## src/rtl/msx_bus_pkg.sv

```systemverilog
// msx_bus_pkg: shared FSM encoding and mapper constants for the MSX PSRAM bridge
package msx_bus_pkg;
  typedef enum logic [2:0] {ST_IDLE, ST_ISSUE, ST_ACK, ST_WAIT, ST_HOLD, ST_IO_RD} state_t;
  localparam logic [3:0][7:0] MAPPER_RST = {8'd0, 8'd1, 8'd2, 8'd3};
  localparam logic [7:0] IO_BASE_DEFAULT = 8'hFC;
  localparam int PSRAM_FREQ = 72_000_000;
  localparam int PSRAM_LATENCY = 3;
endpackage

```

## src/rtl/msx_mapper_regs.sv

```systemverilog
// msx_mapper_regs: four segment registers with edge-detected I/O write and padded readback
import msx_bus_pkg::*;
module msx_mapper_regs #(
  parameter int SEG_BITS = 8,
  parameter int MAP_BITS = 8
) (
  input  logic                  clk_72m,
  input  logic                  reset,
  input  logic                  wr_en,
  input  logic [1:0]            wr_sel,
  input  logic [SEG_BITS-1:0]   wr_data,
  input  logic [1:0]            rd_sel,
  output logic [7:0]            rd_data,
  input  logic [1:0]            map_sel,
  output logic [MAP_BITS-1:0]   map_seg,
  output logic [4*SEG_BITS-1:0] seg_reg
);
  logic [SEG_BITS-1:0] r [4];
  logic                wr_q;
  // one register update on the rising edge of each I/O write cycle
  always_ff @(posedge clk_72m) begin
    if (reset) begin
      for (int i = 0; i < 4; i++) r[i] <= MAPPER_RST[i][SEG_BITS-1:0];
      wr_q <= 1'b0;
    end else begin
      wr_q <= wr_en;
      if (wr_en && !wr_q) r[wr_sel] <= wr_data;
    end
  end
  generate
    if (SEG_BITS < 8) begin : g_pad
      assign rd_data = {{(8-SEG_BITS){1'b1}}, r[rd_sel]};
    end else begin : g_full
      assign rd_data = r[rd_sel][7:0];
    end
  endgenerate
  assign map_seg = r[map_sel][MAP_BITS-1:0];
  assign seg_reg = {r[3], r[2], r[1], r[0]};
endmodule

```

## src/rtl/msx_mapper_psram_bridge.sv

```systemverilog
// msx_mapper_psram_bridge: MSX memory mapper translating slot cycles into PSRAM byte requests
import msx_bus_pkg::*;
module msx_mapper_psram_bridge #(
  parameter int         ADDR_BITS   = 22,
  parameter int         SEG_BITS    = 8,
  parameter logic [7:0] IO_BASE     = IO_BASE_DEFAULT,
  parameter bit         READBACK_EN = 1'b1
) (
  input  logic                  clk_72m,
  input  logic                  reset,
  input  logic [15:0]           bus_addr,
  input  logic [7:0]            bus_din,
  input  logic                  bus_mreq_n,
  input  logic                  bus_iorq_n,
  input  logic                  bus_rd_n,
  input  logic                  bus_wr_n,
  input  logic                  bus_sltsl_n,
  input  logic                  bus_rfsh_n,
  output logic [7:0]            bus_dout,
  output logic                  bus_data_oe,
  output logic                  psram_read,
  output logic                  psram_write,
  output logic [ADDR_BITS-1:0]  psram_addr,
  output logic [15:0]           psram_din,
  input  logic [15:0]           psram_dout,
  input  logic                  psram_busy,
  output logic [4*SEG_BITS-1:0] seg_reg,
  output logic                  access_pulse
);
  localparam int MAP_BITS = ADDR_BITS - 14;
  state_t              state;
  logic                mem_rd, mem_wr, io_sel, is_wr;
  logic [15:0]         addr_q;
  logic [7:0]          data_q, rb_data;
  logic [MAP_BITS-1:0] map_seg;
  // bus cycle decode; refresh cycles never qualify as memory accesses
  always_comb begin
    mem_rd = !bus_mreq_n && !bus_rd_n && !bus_sltsl_n && bus_rfsh_n;
    mem_wr = !bus_mreq_n && !bus_wr_n && !bus_sltsl_n && bus_rfsh_n;
    io_sel = !bus_iorq_n && (bus_addr[7:2] == IO_BASE[7:2]);
  end
  msx_mapper_regs #(.SEG_BITS(SEG_BITS), .MAP_BITS(MAP_BITS)) u_regs (
    .clk_72m (clk_72m),
    .reset   (reset),
    .wr_en   (io_sel && !bus_wr_n),
    .wr_sel  (bus_addr[1:0]),
    .wr_data (bus_din[SEG_BITS-1:0]),
    .rd_sel  (addr_q[1:0]),
    .rd_data (rb_data),
    .map_sel (addr_q[15:14]),
    .map_seg (map_seg),
    .seg_reg (seg_reg)
  );
  // bridge FSM: one PSRAM request per Z80 cycle, bus drive held until the cycle ends
  always_ff @(posedge clk_72m) begin
    if (reset) begin
      state        <= ST_IDLE;
      addr_q       <= '0;
      data_q       <= '0;
      is_wr        <= 1'b0;
      bus_dout     <= '0;
      bus_data_oe  <= 1'b0;
      psram_read   <= 1'b0;
      psram_write  <= 1'b0;
      psram_addr   <= '0;
      psram_din    <= '0;
      access_pulse <= 1'b0;
    end else begin
      psram_read   <= 1'b0;
      psram_write  <= 1'b0;
      access_pulse <= 1'b0;
      case (state)
        ST_IDLE: begin
          addr_q      <= bus_addr;
          data_q      <= bus_din;
          is_wr       <= mem_wr;
          bus_data_oe <= 1'b0;
          if (mem_wr || mem_rd) state <= ST_ISSUE;
          else if (io_sel && !bus_rd_n && READBACK_EN) state <= ST_IO_RD;
        end
        ST_ISSUE: if (!psram_busy) begin
          psram_addr   <= {map_seg, addr_q[13:0]};
          psram_din    <= {data_q, data_q};
          psram_write  <= is_wr;
          psram_read   <= !is_wr;
          access_pulse <= 1'b1;
          state        <= ST_ACK;
        end
        ST_ACK: state <= ST_WAIT;
        ST_WAIT: if (!psram_busy) begin
          if (!is_wr) begin
            bus_dout    <= addr_q[0] ? psram_dout[15:8] : psram_dout[7:0];
            bus_data_oe <= 1'b1;
          end
          state <= ST_HOLD;
        end
        ST_HOLD: if (!mem_rd && !mem_wr) begin
          bus_data_oe <= 1'b0;
          state       <= ST_IDLE;
        end
        ST_IO_RD: if (bus_rd_n || bus_iorq_n) begin
          bus_data_oe <= 1'b0;
          state       <= ST_IDLE;
        end else begin
          bus_dout    <= rb_data;
          bus_data_oe <= 1'b1;
        end
        default: state <= ST_IDLE;
      endcase
    end
  end
endmodule

```

## config.mk

```make
export PLATFORM = sky130hd
export DESIGN_NAME = msx_mapper_psram_bridge
export DESIGN_NICKNAME = d
export VERILOG_FILES = /design/src/rtl/msx_bus_pkg.sv /design/src/rtl/msx_mapper_regs.sv /design/src/rtl/msx_mapper_psram_bridge.sv
export SDC_FILE = /design/constraint.sdc
export NUM_CORES = 1
export LEC_CHECK = 0
export ABC_AREA = 1
export CAP_MARGIN = 20
export CORE_MARGIN = 2
export CORE_UTILIZATION = 30
export CTS_CLUSTER_SIZE = 8
export DETAILED_ROUTE_END_ITERATION = 8
export GPL_TIMING_DRIVEN = 0
export SYNTH_ARGS = -nofsm -noshare
export SYNTH_HDL_FRONTEND = slang
export SYNTH_SLANG_ARGS = --single-unit
```

## constraint.sdc

```tcl
create_clock -name clk_72m -period 2.08 [get_ports clk_72m]
set_input_delay 0.416 -clock clk_72m [delete_from_list [all_inputs] [get_ports clk_72m]]
set_output_delay 0.416 -clock clk_72m [all_outputs]
set_load 0.03 [all_outputs]
```

==> results.sh <==
export IMPL_netlist_area_mm2=0.00457
export IMPL_multiInputGateArea_mm2=0.00185
export IMPL_leakagePower_nw=2.54
export IMPL_drt_first_pass_iters=6
export IMPL_max_slew_worst_pin_slew_ns=0.840
export IMPL_crit_family="buffers and inverters"
export IMPL_routed_wl_um=14800
export IMPL_die_y_um=127
export IMPL_dpl_instance_area_mm2=0.00610
export IMPL_synthesis_nets=624
export IMPL_die_area_mm2=0.0162
export IMPL_ff_latch_area_mm2=0.00242
export IMPL_grt_pass1_vias=4097
export IMPL_htreeDepth=3
export IMPL_path_class="reg2out"
export IMPL_gp_congestion=0.861
export IMPL_grt_max_degree=21
export IMPL_critPathLaunchType="register"
export IMPL_cap_violations=0
export IMPL_power_density_mw_per_mm2=1140
export IMPL_cts_made_buffers=9
export IMPL_grt_usage_pct=18.1
export IMPL_rows=45
export IMPL_die_w_um=127
export IMPL_ys_types=30
export IMPL_yosysSeqAreaShare_pct=53.0
export IMPL_final_cell_mix="nor2_1, clkdlybuf4s50_1, o21ai_0, dfxtp_1, nand2_1"
export IMPL_ctsHoldBuffers=0
export IMPL_worst_slew_margin_rel_pct=44.0
export IMPL_antenna_found_initial=1
export IMPL_port_buffers=129
export IMPL_fin_nets=764
export IMPL_cts_sinks=105
export IMPL_finalSetupViolations=0
export IMPL_fin_area_mm2=0.00644
export IMPL_layout_commonest_cell="nor2_1"
export IMPL_dp_hpwl_um=11200
export IMPL_peakVddDrop_v=0.000510
export IMPL_hp_class="reg2reg"
export IMPL_ys_async_sr_fraction_pct=0
export IMPL_dr_total_vias=4393
export IMPL_fmax_ghz=0.508
export IMPL_critPathCaptureType="output port"
export IMPL_synthToLayoutAreaGrowth_pct=40.8
export IMPL_start_util_pct=30.4
export IMPL_status="complete, no violations"
export IMPL_initialDrtViolationCount=367
export IMPL_drc_errors=0
export IMPL_post_route_min_period_ns=1.97
export IMPL_ys_flop_type="dfxtp_1"
export IMPL_required_ns=1.66
export IMPL_slew_violations=0
export IMPL_ys_warn_count=0
export IMPL_grt_pass1_wl_um=22500
export IMPL_hold_viol_final=0
export IMPL_path_cells="clkdlybuf4s50_1"
export IMPL_fillers=1516
export IMPL_vias_per_cell=4.84
export IMPL_ys_ff_latch=105
export IMPL_routedWlPerCell_um=16.3
export IMPL_drive_gt1_share_pct=8.06
export IMPL_total_power_mw=7.35
export IMPL_fin_skew_ns=0.00946
export IMPL_rrSetupSlack_ns=0.27
export IMPL_ios=131
export IMPL_clkSlewWorstSetupHoldPaths_ns=0.08
export IMPL_post_route_period_util_pct=94.5
export IMPL_fp_coreArea_mm2=0.0150
export IMPL_drtAntennaViolNets=0
export IMPL_rsz0062_at_grt="no"
export IMPL_cts_max_path_buffers=2
export IMPL_worstSkewPairLatency_ns=0.35
export IMPL_synth_cells=575
export IMPL_cts_tree="yes"
export IMPL_cp_data_arrival_time_ns=1.55
export IMPL_synth_edff_count=32
export IMPL_post_synth_cell_area_avg_um2=7.95
export IMPL_cp_max_fo=3
export IMPL_path_buf_inv=1
export IMPL_cts_root_buf="clkbuf_16"
export IMPL_grt_overflow_total=0
export IMPL_critPathSlowestCell="clkdlybuf4s50_1"
export IMPL_n_antenna_cell=0
export IMPL_crit_path_max_incr_delay_ns=0.72
## kinds of logic (layout without fill, tap and decap cells)
logic type	Yosys count	count (layout)	share of synthesized area, %
AO/OA/AOI/OAI	131	131	14.7
buffers and inverters	78	223	7.58
flip-flops	105	105	53.0
AND/OR/NAND/NOR	261	261	24.7
## state kept, by name, indices dropped and copies added, names as in the netlist, named ones only
signal and count:
u_regs.wr_q 1, psram_addr 22, psram_read 1, is_wr 1, bus_dout 8, addr_q 16, bus_data_oe 1, u_regs.r 32
access_pulse 1, data_q 8, psram_din 8, psram_write 1, state 3
## area by class of cell
| class | count | share of cell area [%] |
|---|---|---|
| clock buffers | 9 | 3.50 |
| flip-flops and latches | 105 | 37.6 |
| repair buffers | 129 | 20.1 |
| well taps | 188 | 3.65 |
| multi-input cells | 392 | 28.7 |
| inverters | 42 | 2.57 |
| plain buffers | 36 | 2.90 |
| clock inverters | 7 | 1.01 |
## cell usage after synthesis (2+ instances only)
cell	count	share of area [%]
buf_4	9	1.5
nand2_1	69	5.7
edfxtp_1	32	21
o21ai_2	2	0.38
o21ai_1	2	0.22
nor2_4	3	0.74
nand2_2	2	0.27
nor2_1	145	12
clkbuf_1	17	1.4
inv_2	2	0.16
o22ai_1	6	0.82
buf_2	8	0.88
nand4_1	4	0.55
clkinv_1	2	0.16
nand3_1	18	2.0
nor3_1	10	1.1
nand3b_1	2	0.33
dfxtp_1	73	32
inv_1	36	3.0
nand3_4	4	1.5
a21oi_1	42	4.6
o21ai_0	78	8.5
clkinv_2	2	0.22
## where the power goes
part	leakage [nW]	switching (mW)	total [mW]	internal [mW]
combinational	1.47	1.83	2.86	1.03
clock	0.141	0.829	1.67	0.845
sequential	0.933	0.270	2.82	2.55
## per-layer routing
| metal | vias to the layer above | GRT usage, % | share of wire, % | wire length (um) |
|---|---|---|---|---|
| met5 | - | 0 | 0 | 0 |
| met2 | 162 | 28.9 | 46 | 6890 |
| met3 | 30 | 3.06 | 5.6 | 831 |
| met1 | 2031 | 24.6 | 45 | 6710 |
| met4 | 0 | 7.18 | 2.6 | 384 |
| li1 | 2170 | - | - | - |
## worst paths after layout
path,from,to,cells past startpoint
max,u_regs.r[0][4]$_SDFFCE_PN0P_,seg_reg[4],1
min,bus_data_oe$_SDFFE_PP0P_,bus_data_oe$_SDFFE_PP0P_,2
max reg2reg,addr_q[0]$_SDFFE_PP0P_,bus_dout[6]$_SDFFE_PP0P_,6
min reg2reg,bus_data_oe$_SDFFE_PP0P_,bus_data_oe$_SDFFE_PP0P_,2
## metrics by stage
step / std cells / TNS, ns / utilization (%) / hold WS [ns] / setup slack [ns]
after floorplan: 575 / 0 / - / 0.467 / 0.401
after global placement: 892 / -14.23 / 40.6 / 0.456 / -0.486
after detailed placement: 892 / -16.37 / 40.6 / 0.472 / -0.530
after CTS: 908 / 0 / 42.7 / 0.485 / 0.0337
after global routing: 908 / 0 / 42.8 / 0.501 / 0.0239
final: 908 / 0 / 42.8 / 0.481 / 0.113
## what timing repair did
item                       CTS  global route
resized for setup            7             5
buffers inserted             0             0
setup endpoints to repair   24            28
Power figures use the tool's default switching activity.
